--- config.mk ---
export PLATFORM = sky130hd
export DESIGN_NAME = ball_controller
export DESIGN_NICKNAME = d
export VERILOG_FILES = /design/src/rtl/ball_controller.sv
export SDC_FILE = /design/constraint.sdc
export NUM_CORES = 1
export LEC_CHECK = 0
export ABC_AREA = 1
export CAP_MARGIN = 20
export CORE_AREA = 5 5 94 96
export DETAILED_ROUTE_END_ITERATION = 8
export DIE_AREA = 0 0 99 101
export GPL_TIMING_DRIVEN = 0
export PLACE_DENSITY = 0.86
export SETUP_SLACK_MARGIN = 0.05
export SYNTH_ARGS = -nofsm -noshare
export SYNTH_HDL_FRONTEND = slang
export SYNTH_SLANG_ARGS = --single-unit
--- constraint.sdc ---
create_clock -name pixel_clk -period 3.3 [get_ports pixel_clk]
set_input_delay 0.99 -clock pixel_clk [delete_from_list [all_inputs] [get_ports pixel_clk]]
set_output_delay 0.99 -clock pixel_clk [all_outputs]
set_load 0.1 [all_outputs]
--- src/rtl/ball_controller.sv ---
// Frame-rate sequencer for the pong ball: steps the ball once per frame_tick,
// resolves wall bounces, paddle hits and misses, and sequences serve/hold/game-over.
module ball_controller #(
    parameter int SCREEN_W    = 640,
    parameter int SCREEN_H    = 480,
    parameter int BALL_SIZE   = 8,
    parameter int SPEED_X     = 2,
    parameter int SPEED_Y     = 2,
    parameter int PADDLE_X_L  = 16,
    parameter int PADDLE_X_R  = 616,
    parameter int PADDLE_W    = 8,
    parameter int PADDLE_H    = 64,
    parameter int HOLD_FRAMES = 60,
    parameter int WIN_SCORE   = 7
) (
    input  logic       pixel_clk,
    input  logic       rst,
    input  logic       frame_tick,
    input  logic       serve,
    input  logic [9:0] left_paddle_y,
    input  logic [9:0] right_paddle_y,
    output logic [9:0] ball_X_location,
    output logic [9:0] ball_Y_location,
    output logic [3:0] score_left,
    output logic [3:0] score_right,
    output logic       paddle_hit,
    output logic       point_scored,
    output logic       game_over,
    output logic [1:0] state
);

    typedef enum logic [1:0] {
        ST_IDLE      = 2'd0,
        ST_MOVE      = 2'd1,
        ST_HOLD      = 2'd2,
        ST_GAME_OVER = 2'd3
    } state_t;

    localparam int HW = $clog2(HOLD_FRAMES + 1);

    localparam logic [9:0]    L_CX        = 10'(SCREEN_W / 2 - BALL_SIZE / 2);
    localparam logic [9:0]    L_CY        = 10'(SCREEN_H / 2 - BALL_SIZE / 2);
    localparam logic [9:0]    L_Y_BOTTOM  = 10'(SCREEN_H - BALL_SIZE);
    localparam logic [9:0]    L_X_RSTOP   = 10'(PADDLE_X_R - BALL_SIZE);
    localparam logic [9:0]    L_X_LSTOP   = 10'(PADDLE_X_L + PADDLE_W);
    localparam logic [10:0]   L_SW        = 11'(SCREEN_W);
    localparam logic [10:0]   L_SH        = 11'(SCREEN_H);
    localparam logic [10:0]   L_BS        = 11'(BALL_SIZE);
    localparam logic [10:0]   L_SX        = 11'(SPEED_X);
    localparam logic [10:0]   L_SY        = 11'(SPEED_Y);
    localparam logic [10:0]   L_PXR       = 11'(PADDLE_X_R);
    localparam logic [10:0]   L_LF        = 11'(PADDLE_X_L + PADDLE_W);
    localparam logic [10:0]   L_PH        = 11'(PADDLE_H);
    localparam logic [3:0]    L_WIN       = 4'(WIN_SCORE);
    localparam logic [HW-1:0] L_HOLD_LAST = HW'(HOLD_FRAMES - 1);

    state_t        r_state;
    logic [9:0]    r_x;
    logic [9:0]    r_y;
    logic          r_dir_x;      // 1 = right
    logic          r_dir_y;      // 1 = down
    logic [3:0]    r_score_l;
    logic [3:0]    r_score_r;
    logic [HW-1:0] r_hold_cnt;
    logic          r_paddle_hit;
    logic          r_point_scored;
    logic          r_game_over;

    state_t        w_state_nxt;
    logic [9:0]    w_x_nxt;
    logic [9:0]    w_y_nxt;
    logic          w_dir_x_nxt;
    logic          w_dir_y_nxt;
    logic [3:0]    w_score_l_nxt;
    logic [3:0]    w_score_r_nxt;
    logic [HW-1:0] w_hold_nxt;
    logic          w_hit_nxt;
    logic          w_pt_nxt;
    logic          w_go_nxt;
    logic          w_miss;
    logic [9:0]    w_y_step;
    logic          w_dir_y_step;

    // All geometry is compared at 11 bits so x+speed+size never wraps.
    logic [10:0] w_x11;
    logic [10:0] w_y11;
    logic [10:0] w_lp11;
    logic [10:0] w_rp11;
    logic        w_ovl_l;
    logic        w_ovl_r;
    logic        w_hit_r;
    logic        w_miss_r;
    logic        w_hit_l;
    logic        w_miss_l;
    logic        w_hit_bottom;
    logic        w_hit_top;

    assign w_x11  = {1'b0, r_x};
    assign w_y11  = {1'b0, r_y};
    assign w_lp11 = {1'b0, left_paddle_y};
    assign w_rp11 = {1'b0, right_paddle_y};

    assign w_ovl_l      = (w_y11 + L_BS > w_lp11) && (w_y11 < w_lp11 + L_PH);
    assign w_ovl_r      = (w_y11 + L_BS > w_rp11) && (w_y11 < w_rp11 + L_PH);
    assign w_hit_r      = (w_x11 + L_SX + L_BS >= L_PXR) && (w_x11 + L_BS <= L_PXR) && w_ovl_r;
    assign w_miss_r     = (w_x11 + L_SX + L_BS >= L_SW);
    assign w_hit_l      = (w_x11 >= L_LF) && (w_x11 <= L_LF + L_SX) && w_ovl_l;
    assign w_miss_l     = (w_x11 <= L_SX);
    assign w_hit_bottom = (w_y11 + L_SY + L_BS >= L_SH);
    assign w_hit_top    = (w_y11 <= L_SY);

    always_comb begin
        // NOTE: every signal written here gets a default first so no latch is inferred.
        w_state_nxt   = r_state;
        w_x_nxt       = r_x;
        w_y_nxt       = r_y;
        w_dir_x_nxt   = r_dir_x;
        w_dir_y_nxt   = r_dir_y;
        w_score_l_nxt = r_score_l;
        w_score_r_nxt = r_score_r;
        w_hold_nxt    = r_hold_cnt;
        w_hit_nxt     = 1'b0;
        w_pt_nxt      = 1'b0;
        w_miss        = 1'b0;
        w_y_step      = r_y;
        w_dir_y_step  = r_dir_y;

        if (r_dir_y) begin
            if (w_hit_bottom) begin
                w_y_step     = L_Y_BOTTOM;
                w_dir_y_step = 1'b0;
            end else begin
                w_y_step = 10'(w_y11 + L_SY);
            end
        end else begin
            if (w_hit_top) begin
                w_y_step     = 10'd0;
                w_dir_y_step = 1'b1;
            end else begin
                w_y_step = 10'(w_y11 - L_SY);
            end
        end

        case (r_state)
            ST_IDLE: begin
                w_x_nxt = L_CX;
                w_y_nxt = L_CY;
                if (serve) w_state_nxt = ST_MOVE;
            end
            ST_MOVE: begin
                if (frame_tick) begin
                    if (r_dir_x) begin
                        if (w_hit_r) begin
                            w_x_nxt     = L_X_RSTOP;
                            w_dir_x_nxt = 1'b0;
                            w_hit_nxt   = 1'b1;
                        end else if (w_miss_r) begin
                            w_miss        = 1'b1;
                            w_score_l_nxt = r_score_l + 4'd1;
                        end else begin
                            w_x_nxt = 10'(w_x11 + L_SX);
                        end
                    end else begin
                        if (w_hit_l) begin
                            w_x_nxt     = L_X_LSTOP;
                            w_dir_x_nxt = 1'b1;
                            w_hit_nxt   = 1'b1;
                        end else if (w_miss_l) begin
                            w_miss        = 1'b1;
                            w_score_r_nxt = r_score_r + 4'd1;
                        end else begin
                            w_x_nxt = 10'(w_x11 - L_SX);
                        end
                    end
                    // A miss recentres the ball and keeps both directions, so the
                    // next serve heads toward the player who conceded.
                    if (w_miss) begin
                        w_pt_nxt   = 1'b1;
                        w_x_nxt    = L_CX;
                        w_y_nxt    = L_CY;
                        w_hold_nxt = '0;
                        if (w_score_l_nxt == L_WIN || w_score_r_nxt == L_WIN)
                            w_state_nxt = ST_GAME_OVER;
                        else
                            w_state_nxt = ST_HOLD;
                    end else begin
                        w_y_nxt     = w_y_step;
                        w_dir_y_nxt = w_dir_y_step;
                    end
                end
            end
            ST_HOLD: begin
                w_x_nxt = L_CX;
                w_y_nxt = L_CY;
                if (frame_tick) begin
                    if (r_hold_cnt == L_HOLD_LAST) begin
                        w_state_nxt = ST_IDLE;
                        w_hold_nxt  = '0;
                    end else begin
                        w_hold_nxt = r_hold_cnt + HW'(1);
                    end
                end
            end
            ST_GAME_OVER: begin
                w_x_nxt = L_CX;
                w_y_nxt = L_CY;
                if (serve) begin
                    w_state_nxt   = ST_IDLE;
                    w_score_l_nxt = 4'd0;
                    w_score_r_nxt = 4'd0;
                    w_dir_x_nxt   = 1'b1;
                    w_dir_y_nxt   = 1'b1;
                end
            end
        endcase

        w_go_nxt = (w_state_nxt == ST_GAME_OVER);
    end

    // NOTE: sequential state uses non-blocking assignments so every register
    // samples the pre-edge values computed above.
    always_ff @(posedge pixel_clk) begin
        if (rst) begin
            r_state        <= ST_IDLE;
            r_x            <= L_CX;
            r_y            <= L_CY;
            r_dir_x        <= 1'b1;
            r_dir_y        <= 1'b1;
            r_score_l      <= 4'd0;
            r_score_r      <= 4'd0;
            r_hold_cnt     <= '0;
            r_paddle_hit   <= 1'b0;
            r_point_scored <= 1'b0;
            r_game_over    <= 1'b0;
        end else begin
            r_state        <= w_state_nxt;
            r_x            <= w_x_nxt;
            r_y            <= w_y_nxt;
            r_dir_x        <= w_dir_x_nxt;
            r_dir_y        <= w_dir_y_nxt;
            r_score_l      <= w_score_l_nxt;
            r_score_r      <= w_score_r_nxt;
            r_hold_cnt     <= w_hold_nxt;
            r_paddle_hit   <= w_hit_nxt;
            r_point_scored <= w_pt_nxt;
            r_game_over    <= w_go_nxt;
        end
    end

    assign ball_X_location = r_x;
    assign ball_Y_location = r_y;
    assign score_left      = r_score_l;
    assign score_right     = r_score_r;
    assign paddle_hit      = r_paddle_hit;
    assign point_scored    = r_point_scored;
    assign game_over       = r_game_over;
    assign state           = r_state;

endmodule

# [Yosys cells after proc, flatten, opt, wreduce, memory -nomap -nowiden]
# Cells that the tools add are included.
[classes] add_sub_neg=13 n_lt_le_gt_ge=12 eq_ne=14 muxes=64 bitwise_logic=2 reduce_logical=16
[op_table] operator="two-way mux 10 bit" n=12
[op_table] operator="two-way mux 4 bit" n=13
[op_table] operator="one-hot mux 10 bit (2 select lines)" n=2
[op_table] operator="two-way mux 6 bit" n=4
[op_table] operator="adder 10 x 2 -> 11 bit (second input constant)" n=2
[op_table] operator="adder 10 x 4 -> 11 bit (second input constant)" n=2
[op_table] operator="adder 10 x 7 -> 11 bit (second input constant)" n=2
[op_table] operator="adder 11 x 4 -> 11 bit (second input constant)" n=2
[op_table] operator="greater-or-equal comparator 11 x 10 -> 1 bit (second input constant)" n=2
[op_table] operator="> comparator 11 x 10 -> 1 bit" n=2
[op_table] operator="< comparator 10 x 11 -> 1 bit" n=2
[op_table] operator="two-way mux 1 bit" n=21
[op_table] operator="less-or-equal comparator 10 x 2 -> 1 bit (second input constant)" n=2
[op_table] operator="subtractor 10 x 2 -> 10 bit (second input constant)" n=2
[op_table] operator="one-hot mux 4 bit (2 select lines)" n=2
[op_table] operator="two-way mux 2 bit" n=6
[op_table] operator="one-hot mux 6 bit (2 select lines)" n=1
[op_table] operator="greater-or-equal comparator 11 x 9 -> 1 bit (second input constant)" n=1
[op_table] operator="less-or-equal comparator 11 x 10 -> 1 bit (second input constant)" n=1
[op_table] operator="greater-or-equal comparator 10 x 5 -> 1 bit (second input constant)" n=1
[op_table] operator="less-or-equal comparator 10 x 5 -> 1 bit (second input constant)" n=1
[op_table] operator="!= test 2 bit (second input constant)" n=5
[op_table] operator="!= test 5 bit (second input constant)" n=2
[op_table] operator="adder 4 x 1 -> 4 bit (second input constant)" n=2
[op_table] operator="other kinds (15)" n=29
[word_totals] register_bits=41 output_inout_bits=33

# [Longest topological paths before layout]
[depth] ltp_word=16 mapped_depth=26 mapped_depth_nobuf=25

# [Worst setup path before layout]
# OpenSTA, ideal clock, no wires.
[synth_timing] kind="register to register" start="reg r_y[3] (netlist: ball_Y_location[3])" end="reg r_x[3] (netlist: ball_X_location[3])" setup_ps=138 t_arrival_ps=3411 t_required_ps=3162 setup_slack_ps=-249 path_stages_with_launch=20 synth_period_minus_slack_ps=3549 path_cell_list="dfxtp_1 > ha_1 > nand2_1 > nor2_1 > nand3_1 > xor2_1 > ha_1 > inv_1 > o211ai_1 > a21oi_1 > nand2_1 > nand3_1 > nor2_2 > nand2_4 > nand3_4 > nand2_4 > inv_1 > nand2_1 > o21ai_0 > o211ai_1"
[synth_between] elab_chain_cells=11 word_cells_on_any_way=23 cone_classes="add/sub (1); order compare (4); eq/ne (2); mux (11); reduce/logical (5)"
[synth_rtl] element="from (decl)" line_no="59" text="logic [9:0] r_y;"
[synth_rtl] element="from (signal assigned)" line_no="238" text="r_y <= w_y_nxt;"
[synth_rtl] element="adder 10 x 4 -> 11 bit" line_no="103, 104"
[synth_rtl] element="> comparator 11 x 10 -> 1 bit, on equally long branches" line_no="103, 104"
[synth_rtl] element="logical AND 1 bit, on equally long branches" line_no="103, 104"
[synth_rtl] element="logical AND 1 bit, on equally long branches" line_no="107, 105"
[synth_rtl] element="two-way mux 1 bit, on equally long branches" line_no="164, 153"
[synth_rtl] element="two-way mux 1 bit" line_no="152" text="if (r_dir_x) begin"
[synth_rtl] element="two-way mux 1 bit" line_no="151" text="if (frame_tick) begin"
[synth_rtl] element="two-way mux 1 bit" line_no="144" text="case (r_state)"
[synth_rtl] element="two-way mux 10 bit" line_no="177" text="if (w_miss) begin"
[synth_rtl] element="two-way mux 10 bit" line_no="151"
[synth_rtl] element="one-hot mux 10 bit (2 select lines)" line_no="144"
[synth_rtl] element="to (signal assigned)" line_no="237" text="r_x <= w_x_nxt;"
[synth_rtl] element="to (decl)" line_no="58" text="logic [9:0] r_x;"
# Several ways; a longest one is shown, not always the timed one. The select of a mux whose other input is x is not followed.
# A chain may end at the register's enable or synchronous reset.

# [Worst setup path in the final report]
[layout_timing] start="in right_paddle_y[4]" end="reg r_x[6] (netlist: ball_X_location[6])"
[layout_between] elab_chain_cells=11 word_cells_on_any_way=17 cone_classes="add/sub (1); order compare (2); eq/ne (2); mux (9); reduce/logical (3)"
[layout_rtl] element="from (decl)" line_no="21" text="input logic [9:0] right_paddle_y,"
[layout_rtl] element="adder 10 x 7 -> 11 bit" line_no="104" text="assign w_ovl_r = (w_y11 + L_BS > w_rp11) && (w_y11 < w_rp11 + L_PH);"
[layout_rtl] element="< comparator 10 x 11 -> 1 bit" line_no="104"
[layout_rtl] element="logical AND 1 bit *" line_no="104"
[layout_rtl] element="logical AND 1 bit *" line_no="105" text="assign w_hit_r = (w_x11 + L_SX + L_BS >= L_PXR) && (w_x11 + L_BS <= L_PXR) && w_ovl_r;"
[layout_rtl] element="two-way mux 1 bit" line_no="153" text="if (w_hit_r) begin"
[layout_rtl] element="two-way mux 1 bit" line_no="152"
[layout_rtl] element="two-way mux 1 bit" line_no="151"
[layout_rtl] element="two-way mux 1 bit" line_no="144"
[layout_rtl] element="two-way mux 10 bit" line_no="177"
[layout_rtl] element="two-way mux 10 bit" line_no="151"
[layout_rtl] element="one-hot mux 10 bit (2 select lines)" line_no="144"
# Every way passes the cells marked *; elsewhere a longest branch is shown, timed or not. The select of a mux whose other input is x is not followed.

==> metrics.txt <==
status finished, final reports clean; mux cell area share after synthesis 0%; area taken by flip-flops and latches 798 µm²; layout cells sized above 1 14.0%; Global Route Usage Sum 24.6%; Post-DRT Antenna Nets 0; largest cells by area after synthesis dfxtp_1 (18%), ha_1 (14%), nand2_1 (14%); First-pass DRT Iterations 4; Top Usage Layer GRT met2; worst path arrival time 3.31 ns; post-synth top area share 18.4%; DRC viols 0; crit-path max FO 8; kind of end point of the critical path flop; Seq/Total Area, Yosys 18.4%; # nets final 817; post-synthesis cell type count 45; Sink Count 39; Overall Power 1.27 mW; total number of vias 4748; simple-gate share of the synthesized area 34.5%; EDFF count, synth 0; Post-Route WL 12500 µm; final setup TNS 0 ns; area of the multi-input gates 3110 µm²; vias in the first global route 4544; Max-cap violations 0; CTS tree done; Yosys reg bits 39; Slew Viols, Final 0; minimum clock period 3.16 ns; compound-gate portion of the synthesized area 16.2%; final core utilization 66.7%; WS Path Type primary input to flop; Port Buf Inserts 54; f_max 317 MHz; initial core utilization 53.1%; final worst-path cycle share 95.7%; WHS 0.519 ns; Synthesis Warnings 0; Fillers 719; routability congestion estimate from global placement 0.975; Worst-path clk slew 0.08 ns; Vias/cell 5.59; total CTS buffers 5; Post-Synth Adder-Cell Area 14.5%; CP Launch Point right_paddle_y[4]; latest clock arrival within the worst-skew pair 0.30 ns; largest family of logic cells by synthesized area simple AND/OR/NAND/NOR gates; Least-Margin Pin Slew 0.988 ns; first-pass GRT wire length 20600 µm; initial antenna violation count 0; Die Y 101 µm; Iteration-0 DRC Markers 288; worst min path class flop to flop; HPWL after DPL 9580 µm; ys flop type dfxtp_1; Final Hold Fails 0; PD cells 239 nW/µm²; HP Start score_left[3]; H-Tree Depth 2; area of the core 7970 µm²; synthesized instance count 665; Worst EP required 3.45 ns; Antenna Cells 0; Post-Synth XOR/XNOR Area 4.55%; Slew headroom 33.9%; R2R Path Start ball_Y_location[5]; Cell Rows 33; worst slack at placement -0.491 ns; Async S/R FF share, synth 0%; DR WL/cell 14.7 µm; Final setup viols 0; GR Layer Usage met3 2.98%; die area 10000 µm²; met1 track demand over resource 32.5%; Worst Skew 0.00712 ns; average size of a mapped cell 6.37 µm²; CTS Root Cell clkbuf_8; Post-Syn Area 4230 µm²; Startpoint Class primary input; GRT overflow 0; CP max-delay cell clkdlybuf4s50_1; cells along the critical path clkdlybuf4s50_1, inv_1, ha_4, nand4_1, nor4_2, nand4_1, nand3_2, nor2_4, nand2_4, nand2_1, inv_1, nand2_1, a32oi_1, nor2_1; largest net degree at the start of global routing 13; post-synth top area cell dfxtp_1; CTS Buffer Depth 2; leakage power 2.48 nW; chip width 99 µm; Top-Level Pins 57; GR Layer Usage met2 42.0%; VDD IR max 0.303 mV; RSZ-0062 raised after global routing yes; Final WS setup 0.142 ns; Largest stage delay, worst path 0.46 ns; Synth-to-Final Area Change 25.5%
-- logic make-up (layout without fill, tap and decap cells) --
| logic type | after synthesis | count (layout) |
|---|---|---|
| AOI/OAI and AO/OA | 115 | 115 |
| xor gates and xnor gates | 22 | 22 |
| adders and majority gates | 49 | 49 |
| buffers and inverters | 121 | 200 |
| DFF | 39 | 39 |
| other | 1 | 2 |
| and+or+nand+nor | 318 | 318 |
-- cell usage after synthesis, types with 4 or more instances --
master / n
xor2_1: 19
nand2_4: 4
nor4_1: 5
ha_1: 49
o21ai_0: 28
nand3_2: 4
buf_2: 5
inv_1: 99
dfxtp_1: 39
nor2_1: 58
o211ai_1: 10
o2111ai_1: 4
a21oi_1: 43
nor2_2: 7
clkbuf_1: 7
nand3_1: 36
inv_2: 4
nor3_1: 12
a31oi_1: 4
nand2_2: 7
o22ai_1: 12
nand4_1: 21
nand2_1: 154
-- registers in the layout, indices dropped and copies added, names as in the netlist --
register,cells
score_right,4
paddle_hit,1
r_hold_cnt,6
point_scored,1
r_dir_x,1
score_left,4
ball_X_location,9
r_dir_y,1
ball_Y_location,9
state,2
game_over,1
-- placed cells by master, fill, tap and decap left out, types with 10 or more instances in the layout --
cell / instances
xor2_1: 18
buf_4: 21
clkdlybuf4s50_1: 47
dfxtp_1: 31
nand2_1: 152
o21ai_0: 24
ha_1: 41
inv_1: 99
nand4_1: 21
nand3_1: 34
o211ai_1: 10
nor3_1: 12
nor2_1: 55
o22ai_1: 12
a21oi_1: 42
-- final timing paths --
path | endpoint | slack (ns) | cells after the start
worst max register to register | ball_X_location[6] | 0.28 | 20
worst max-delay path | ball_X_location[6] | 0.14 | 14
worst min register to register | score_left[3] | 0.52 | 2
worst min-delay path | score_left[3] | 0.52 | 2
-- what timing repair did --
item,CTS,global route
endpoints found under the setup margin,25,29
hold buffers,0,0
buffers inserted,7,10
pin swaps,4,15
gates resized for setup,11,42
-- cell type report --
class | count | area share, %
tap | 105 | 2.47
sequential | 39 | 15.0
buffer | 18 | 2.12
clock inverter | 1 | 0.141
timing repair buffer | 71 | 12.6
multi-input combinational | 506 | 58.6
inverter | 103 | 7.28
clock buffer | 7 | 1.81
-- metrics by stage --
step,std cells,cell area (µm²)
finish,850,5310
global route,850,5310
CTS,840,5090
detailed placement,825,4920
global placement,825,4920
floorplan,666,4250
-- worst max-delay path: cells and delay by family --
family / cells / cell delay (ns)
compound gates: 1 / 0.21
buf+inv: 3 / 0.73
fa+ha+maj: 1 / 0.30
simple gates: 9 / 1.07
-- routing by layer --
layer  routed length, µm  share of wire (%)
met1                5340                 43
met3                 860                6.9
met4                 295                2.4
met2                5980                 48
met5                   0                  0
-- power by group --
| part | internal [mW] | total [mW] | switching [mW] |
|---|---|---|---|
| sequential | 0.478 | 0.494 | 0.0168 |
| clock | 0.190 | 0.360 | 0.170 |
| combinational | 0.149 | 0.413 | 0.264 |
| total | 0.817 | 1.27 | 0.451 |
Power figures use the tool's default switching activity.
